**src/rtl/br_wb_arbiter.sv**
```systemverilog
// rtl/br_wb_arbiter.sv - round-robin write-back arbiter and pending-write scoreboard for the register bank
// Optional `BR_WB_BYPASS_EN adds bypass hit/data outputs for the two hazard query ports.
module br_wb_arbiter #(
   parameter int AW = 5,
   parameter int DW = 32
) (
   input  logic          clk,
   input  logic          rst,
   input  logic          v0,
   input  logic [AW-1:0] a0,
   input  logic [DW-1:0] d0,
   input  logic          v1,
   input  logic [AW-1:0] a1,
   input  logic [DW-1:0] d1,
   output logic          r0,
   output logic          r1,
   input  logic          hold,
   input  logic          rsv_v,
   input  logic [AW-1:0] rsv_a,
   input  logic [AW-1:0] q1_a,
   input  logic [AW-1:0] q2_a,
   output logic          q1_p,
   output logic          q2_p,
   output logic          WE,
   output logic [AW-1:0] DE,
   output logic [DW-1:0] Dato,
   output logic [31:0]   pend
`ifdef BR_WB_BYPASS_EN
   ,
   output logic          b1_hit,
   output logic          b2_hit,
   output logic [DW-1:0] b1_d,
   output logic [DW-1:0] b2_d
`endif
);

   logic          r_prio;
   logic          r_we;
   logic [AW-1:0] r_de;
   logic [DW-1:0] r_dato;
   logic [31:0]   r_pend;

   logic          w_gnt0;
   logic          w_gnt1;
   logic          w_xfer;
   logic [AW-1:0] w_sel_a;
   logic [DW-1:0] w_sel_d;
   logic [31:0]   w_pend_nxt;
   logic          w_b1_hit;
   logic          w_b2_hit;

   // A contested cycle goes to the channel named by r_prio; an uncontested one to whoever asks.
   always_comb begin
      w_gnt0 = 1'b0;
      w_gnt1 = 1'b0;
      if (!hold && !rst) begin
         w_gnt0 = v0 && (!v1 || !r_prio);
         w_gnt1 = v1 && (!v0 ||  r_prio);
      end
   end

   assign w_xfer  = w_gnt0 || w_gnt1;
   assign w_sel_a = w_gnt1 ? a1 : a0;
   assign w_sel_d = w_gnt1 ? d1 : d0;

   always_ff @(posedge clk or posedge rst) begin
      if (rst) begin
         r_prio <= 1'b0;
         r_we   <= 1'b0;
         r_de   <= '0;
         r_dato <= '0;
      end else begin
         if (w_xfer) begin
            r_prio <= w_gnt0;
         end
         // Register 0 is hardwired: its transfers are consumed but never reach the bank.
         r_we <= w_xfer && (w_sel_a != '0);
         if (w_xfer && (w_sel_a != '0)) begin
            r_de   <= w_sel_a;
            r_dato <= w_sel_d;
         end
      end
   end

   // Clear follows the bank write; a reservation in the same cycle is a newer producer and wins.
   always_comb begin
      w_pend_nxt = r_pend;
      if (r_we) begin
         w_pend_nxt[r_de] = 1'b0;
      end
      if (rsv_v && (rsv_a != '0)) begin
         w_pend_nxt[rsv_a] = 1'b1;
      end
      w_pend_nxt[0] = 1'b0;
   end

   always_ff @(posedge clk or posedge rst) begin
      if (rst) begin
         r_pend <= '0;
      end else begin
         r_pend <= w_pend_nxt;
      end
   end

`ifdef BR_WB_BYPASS_EN
   assign w_b1_hit = r_we && (r_de != '0) && (r_de == q1_a);
   assign w_b2_hit = r_we && (r_de != '0) && (r_de == q2_a);
   assign b1_hit   = w_b1_hit;
   assign b2_hit   = w_b2_hit;
   assign b1_d     = r_dato;
   assign b2_d     = r_dato;
`else
   assign w_b1_hit = 1'b0;
   assign w_b2_hit = 1'b0;
`endif

   assign q1_p = !rst && (q1_a != '0) && r_pend[q1_a] && !w_b1_hit;
   assign q2_p = !rst && (q2_a != '0) && r_pend[q2_a] && !w_b2_hit;

   assign r0   = w_gnt0;
   assign r1   = w_gnt1;
   assign WE   = r_we;
   assign DE   = r_de;
   assign Dato = r_dato;
   assign pend = r_pend;

endmodule
```
**config.mk**
```make
export PLATFORM = sky130hd
export DESIGN_NAME = br_wb_arbiter
export DESIGN_NICKNAME = d
export VERILOG_FILES = /design/src/rtl/br_wb_arbiter.sv
export SDC_FILE = /design/constraint.sdc
export NUM_CORES = 1
export LEC_CHECK = 0
export BUFFER_PORTS_ARGS = -buffer_cell sky130_fd_sc_hd__buf_2
export CAP_MARGIN = 40
export CORE_ASPECT_RATIO = 0.5
export CORE_MARGIN = 4
export CORE_UTILIZATION = 34
export CTS_CLUSTER_DIAMETER = 40
export DETAILED_ROUTE_END_ITERATION = 12
export PLACE_DENSITY = 0.73
export SYNTH_ARGS = -nofsm -noshare
export SYNTH_HDL_FRONTEND = slang
export SYNTH_SLANG_ARGS = --single-unit
```
**constraint.sdc**
```tcl
create_clock -name clk -period 3.4 [get_ports clk]
set_clock_uncertainty 0.05 [all_clocks]
set_input_delay 0.34 -clock clk [delete_from_list [all_inputs] [get_ports clk]]
set_output_delay 0.34 -clock clk [all_outputs]
set_load 0.1 [all_outputs]
```
# ---- Word-level counts from Yosys, hierarchy flattened
# Index checks and enable logic that the tools add are counted.
dict set report word_totals {
  register_bits 70
  inputBits 95
  out_inout_bits 74
  elab_cells 51
}
dict set report classes {
  order_cmp 6
  muxes 14
  n_bitwise 3
  reduce_logical 23
}
# op count
set ops {}
lappend ops {{two-way mux 32 bit} 3}
lappend ops {{bitwise AND 32 bit} 1}
lappend ops {{inverter 32 bit} 1}
lappend ops {{bitwise OR 32 bit} 1}
lappend ops {{< comparator 5 x 6 -> 1 bit, second input constant} 4}
lappend ops {{nonzero test 5 bit} 4}
lappend ops {{logical AND 1 bit} 11}
lappend ops {{binary-select mux 1 bit (select 5 bit)} 2}
lappend ops {{demux 1 bit (select 5 bit)} 2}
lappend ops {{>= comparator 5 x 1 -> 1 bit, second input constant} 2}
lappend ops {{two-way mux 1 bit} 6}
lappend ops {{logical NOT 1 bit} 5}
lappend ops {{two-way mux 5 bit} 1}
lappend ops {{logical OR 1 bit} 3}

# ---- Logic depth before layout (Yosys ltp)
dict set report logic_depth {
  depth_word 9
  depth_mapped 7
  mapped_depth_nobuf 5
}

# ---- Least setup slack after synthesis
# OpenSTA, ideal clock, no wires.
dict set report synth_timing {
  path_type {reg-to-output}
  start {register r_pend[30] (netlist: pend[30])}
  end {output q1_p}
  arrival_ns 2.440
  path_slack_ns 0.570
  stages_incl_launch_ff 5
  n_path_buf 0
  cell_sequence {dfrtp_1 mux4_2 mux2i_1 a221oi_1 and3_1}
}
dict set report synth_between {
  elab_chain_cells 3
}
# item line_no
set synth_rtl {}
lappend synth_rtl {{start, declared} 41} ;# logic [31:0] r_pend;
lappend synth_rtl {{start signal, assigned} 101} ;# r_pend <= w_pend_nxt;
lappend synth_rtl {{binary-select mux 1 bit (select 5 bit)} 117} ;# assign q1_p = !rst && (q1_a != '0) && r_pend[q1_a] && !w_b1_hit;
lappend synth_rtl {{two-way mux 1 bit (not written as such)} 117}
lappend synth_rtl {{logical AND 1 bit} 117}
lappend synth_rtl {{end, declared} 22} ;# output logic q1_p,
# No other way between the ends. The select of a mux whose other input is x is not followed.

# ---- Worst setup path in the final report
dict set report layout_timing {
  start {register r_pend[31] (netlist: pend[31])}
  end {output q1_p}
}
# The elaborated chain is that of the path after synthesis.

==> flow_summary.ini <==
[cts]
cts.sinks = 70
clkTransAtPathRegs_ns = 0.06
ctsResizeCount = 0
cts-root-buf = clkbuf_16
cts_setup_buffers = 0
clock_latency_ns = 0.32
cts_max_path_buffers = 2
cts_tree = built
htreeDepth = 3
cts_buffers = 9
ctsHoldBuffers = 0

[global_route]
antenna_found_initial = 0
grt_usage_pct = 16.17
grt_max_degree = 38
grt_pass1_vias = 3387
grt_first_pass_wirelength_um = 17420
grt_overflow = 0

[setup_path]
cp.required_ns = 3.01
r2r_cells = 5
cp_data_arrival_time_ns = 2.00
setup.worst_path.class = flip-flop to output port
crit_fanout = 4
worst-r2r-setup-slack_ns = 1.28
critPathCaptureType = output port
r2r_start = r_prio
critical_path.startpoint_type = flip-flop
r2r-end = Dato[7]

[drt]
drc = 0
drt_iter0_markers = 198
via_per_inst = 5.159
drtAntennaViolNets = 0
vias = 3235
wire_per_inst_um = 17.02
drtPass1Iterations = 5
wl_um = 10670

[place]
dp_hpwl_um = 8140
portBuffers = 167
pre_cts_ws_ns = 1.052
place_area_sq_mm = 0.004843
place_inst = 611
gp_congestion = 0.8403

[outcome]
status = completed

[pwr]
finalPower_mw = 5.667
pwr-share-seq_pct = 24.7
intPower_mw = 2.469
clock_power_share_pct = 18.7
p_leak_nw = 2.304
powerDensity_mw_per_mm2 = 1094
net-switching-power_mw = 3.199
irDropWorstVdd_mv = 0.3825
combPwrFrac_pct = 56.6
switching_share_pct = 56.44

[synth]
yosys.area.top_type = dfrtp_1
synthTopCellsByArea = dfrtp_1 45%, mux2_2 13%, mux2_4 11%
syn_nets = 404
synth_edf_count = 0
syn_area_sq_mm = 0.003867
avgSynthCellArea_sq_um = 12.52
yosysSeqAreaShare_pct = 45.29
yosys_warnings = 0
synthCells = 309
postSynth.asyncResetShare_pct = 100.0
synth_top_cell_area_share_pct = 45.29
synth.distinct_cells = 36
ys_ff_latch = 70
synth_flop_cell = dfrtp_1

[sta]
slew_viol_final = 0
worst_slack_ns = 1.014
finalSetupViolCount = 0
rsz0062_at_grt = no
worstMarginPinSlew_ns = 0.6957
timing.final.crit_share_pct = 70.18
finalHoldViolations = 0
fin_setup_tns_ns = 0
min_period_ns = 2.386
max_freq_ghz = 0.4191
maxSlewHeadroom_pct = 53.56

[floorplanning]
core_area_sq_mm = 0.01105
die_y_um = 83.42
io_pins = 169
die_area_sq_mm = 0.01325
fp-row-count = 27
die_w_um = 158.8
start_util_pct = 35.01

[cells_and_area]
num-nets-final = 572
most-common-layout-cells = 167 x buf_2, 70 x dfrtp_1, 63 x o21ai_0
area_growth_pct = 33.97
final_cells = 627
final_common_cell = buf_2
finalInstanceArea_sq_mm = 0.005181
layout-drive-gt1-share_pct = 57.88
antenna_cells = 0

[hold_path]
hold_class = input pin to asynchronous set/reset pin

[run]
max_cap_violations = 0
registers in the layout, indices dropped and copies added, names as in the netlist:
signal,cells
DE,5
Dato,32
WE,1
pend,31
r_prio,1
through the flow:
| step | hold slack (ns) | util, % |
|---|---|---|
| after floorplan | 0.4131 | - |
| after global placement | 0.4370 | 43.84 |
| after detailed placement | 0.4381 | 43.84 |
| after CTS | 0.1517 | 46.90 |
| after global routing | 0.1990 | 46.90 |
| final | 0.1400 | 46.90 |
cell usage after synthesis, drive strengths merged (2+ instances only):
master	number
mux4	14
dfrtp	70
mux2i	6
nor2b	2
buf	8
inv	4
or3b	2
nand3b	12
a21oi	4
and3b	2
nor2	9
and3	3
nand2	8
o21ai	64
o211ai	2
and2	2
or4	2
a221oi	2
clkbuf	6
mux2	72
nand3	7
cells by family after synthesis:
logic type,Yosys count,synth area share (%)
AO/OA/AOI/OAI,76,10.74
flip-flops,70,45.29
buffers and inverters,18,2.556
other,1,0.09696
multiplexers,92,33.39
AND/OR/NAND/NOR,52,7.927
layer usage:
metal  GRT usage (%)  part of all wire, %  routed length [um]  vias to the layer above
met3           4.214                  6.1                 656                       14
met5               0                    0                   0                        -
met2           28.03                   50                5378                      119
li1                -                    -                   -                     1504
met1           19.76                   42                4488                     1598
met4           5.433                  1.4                 146                        0
critical path, cell delays in order (launching register included):
cell and delay [ns]:
dfrtp_1 0.43, mux4_2 0.48, mux2i_1 0.18, a221oi_1 0.10, and3_1 0.18, buf_2 0.28
worst max-delay path by stage:
stage          cells past startpoint     start        to  slack [ns]
5_1_grt                            5  pend[31]      q1_p        0.87
3_5_place_dp                       6       rst  Dato[10]        1.05
4_1_cts                            5  pend[31]      q1_p        1.02
2_1_floorplan                      4  pend[30]      q1_p        0.57
3_3_place_gp                       6       rst  Dato[10]        1.15
6_report                           5  pend[31]      q1_p        1.01
power groups by stage:
stage               registers, mW  clock network, mW  logic, mW
finish                       1.40               1.06       3.21
global route                 1.45               1.12       3.32
CTS                          1.39               1.08       3.22
detailed placement           1.40                  0       3.22
global placement             1.40                  0       3.19
floorplan                    3.39                  0      0.646
final cells by class:
cell class | instances | area [sq um]
Fill cell | 1032 | 5866
Clock inverter | 6 | 108.9
Multi-Input combinational cell | 221 | 2029
Tap cell | 145 | 181.4
Inverter | 4 | 15.01
Timing Repair Buffer | 171 | 865.8
Clock buffer | 10 | 229.0
Sequential cell | 70 | 1752
(Power assumes the default switching activity.)
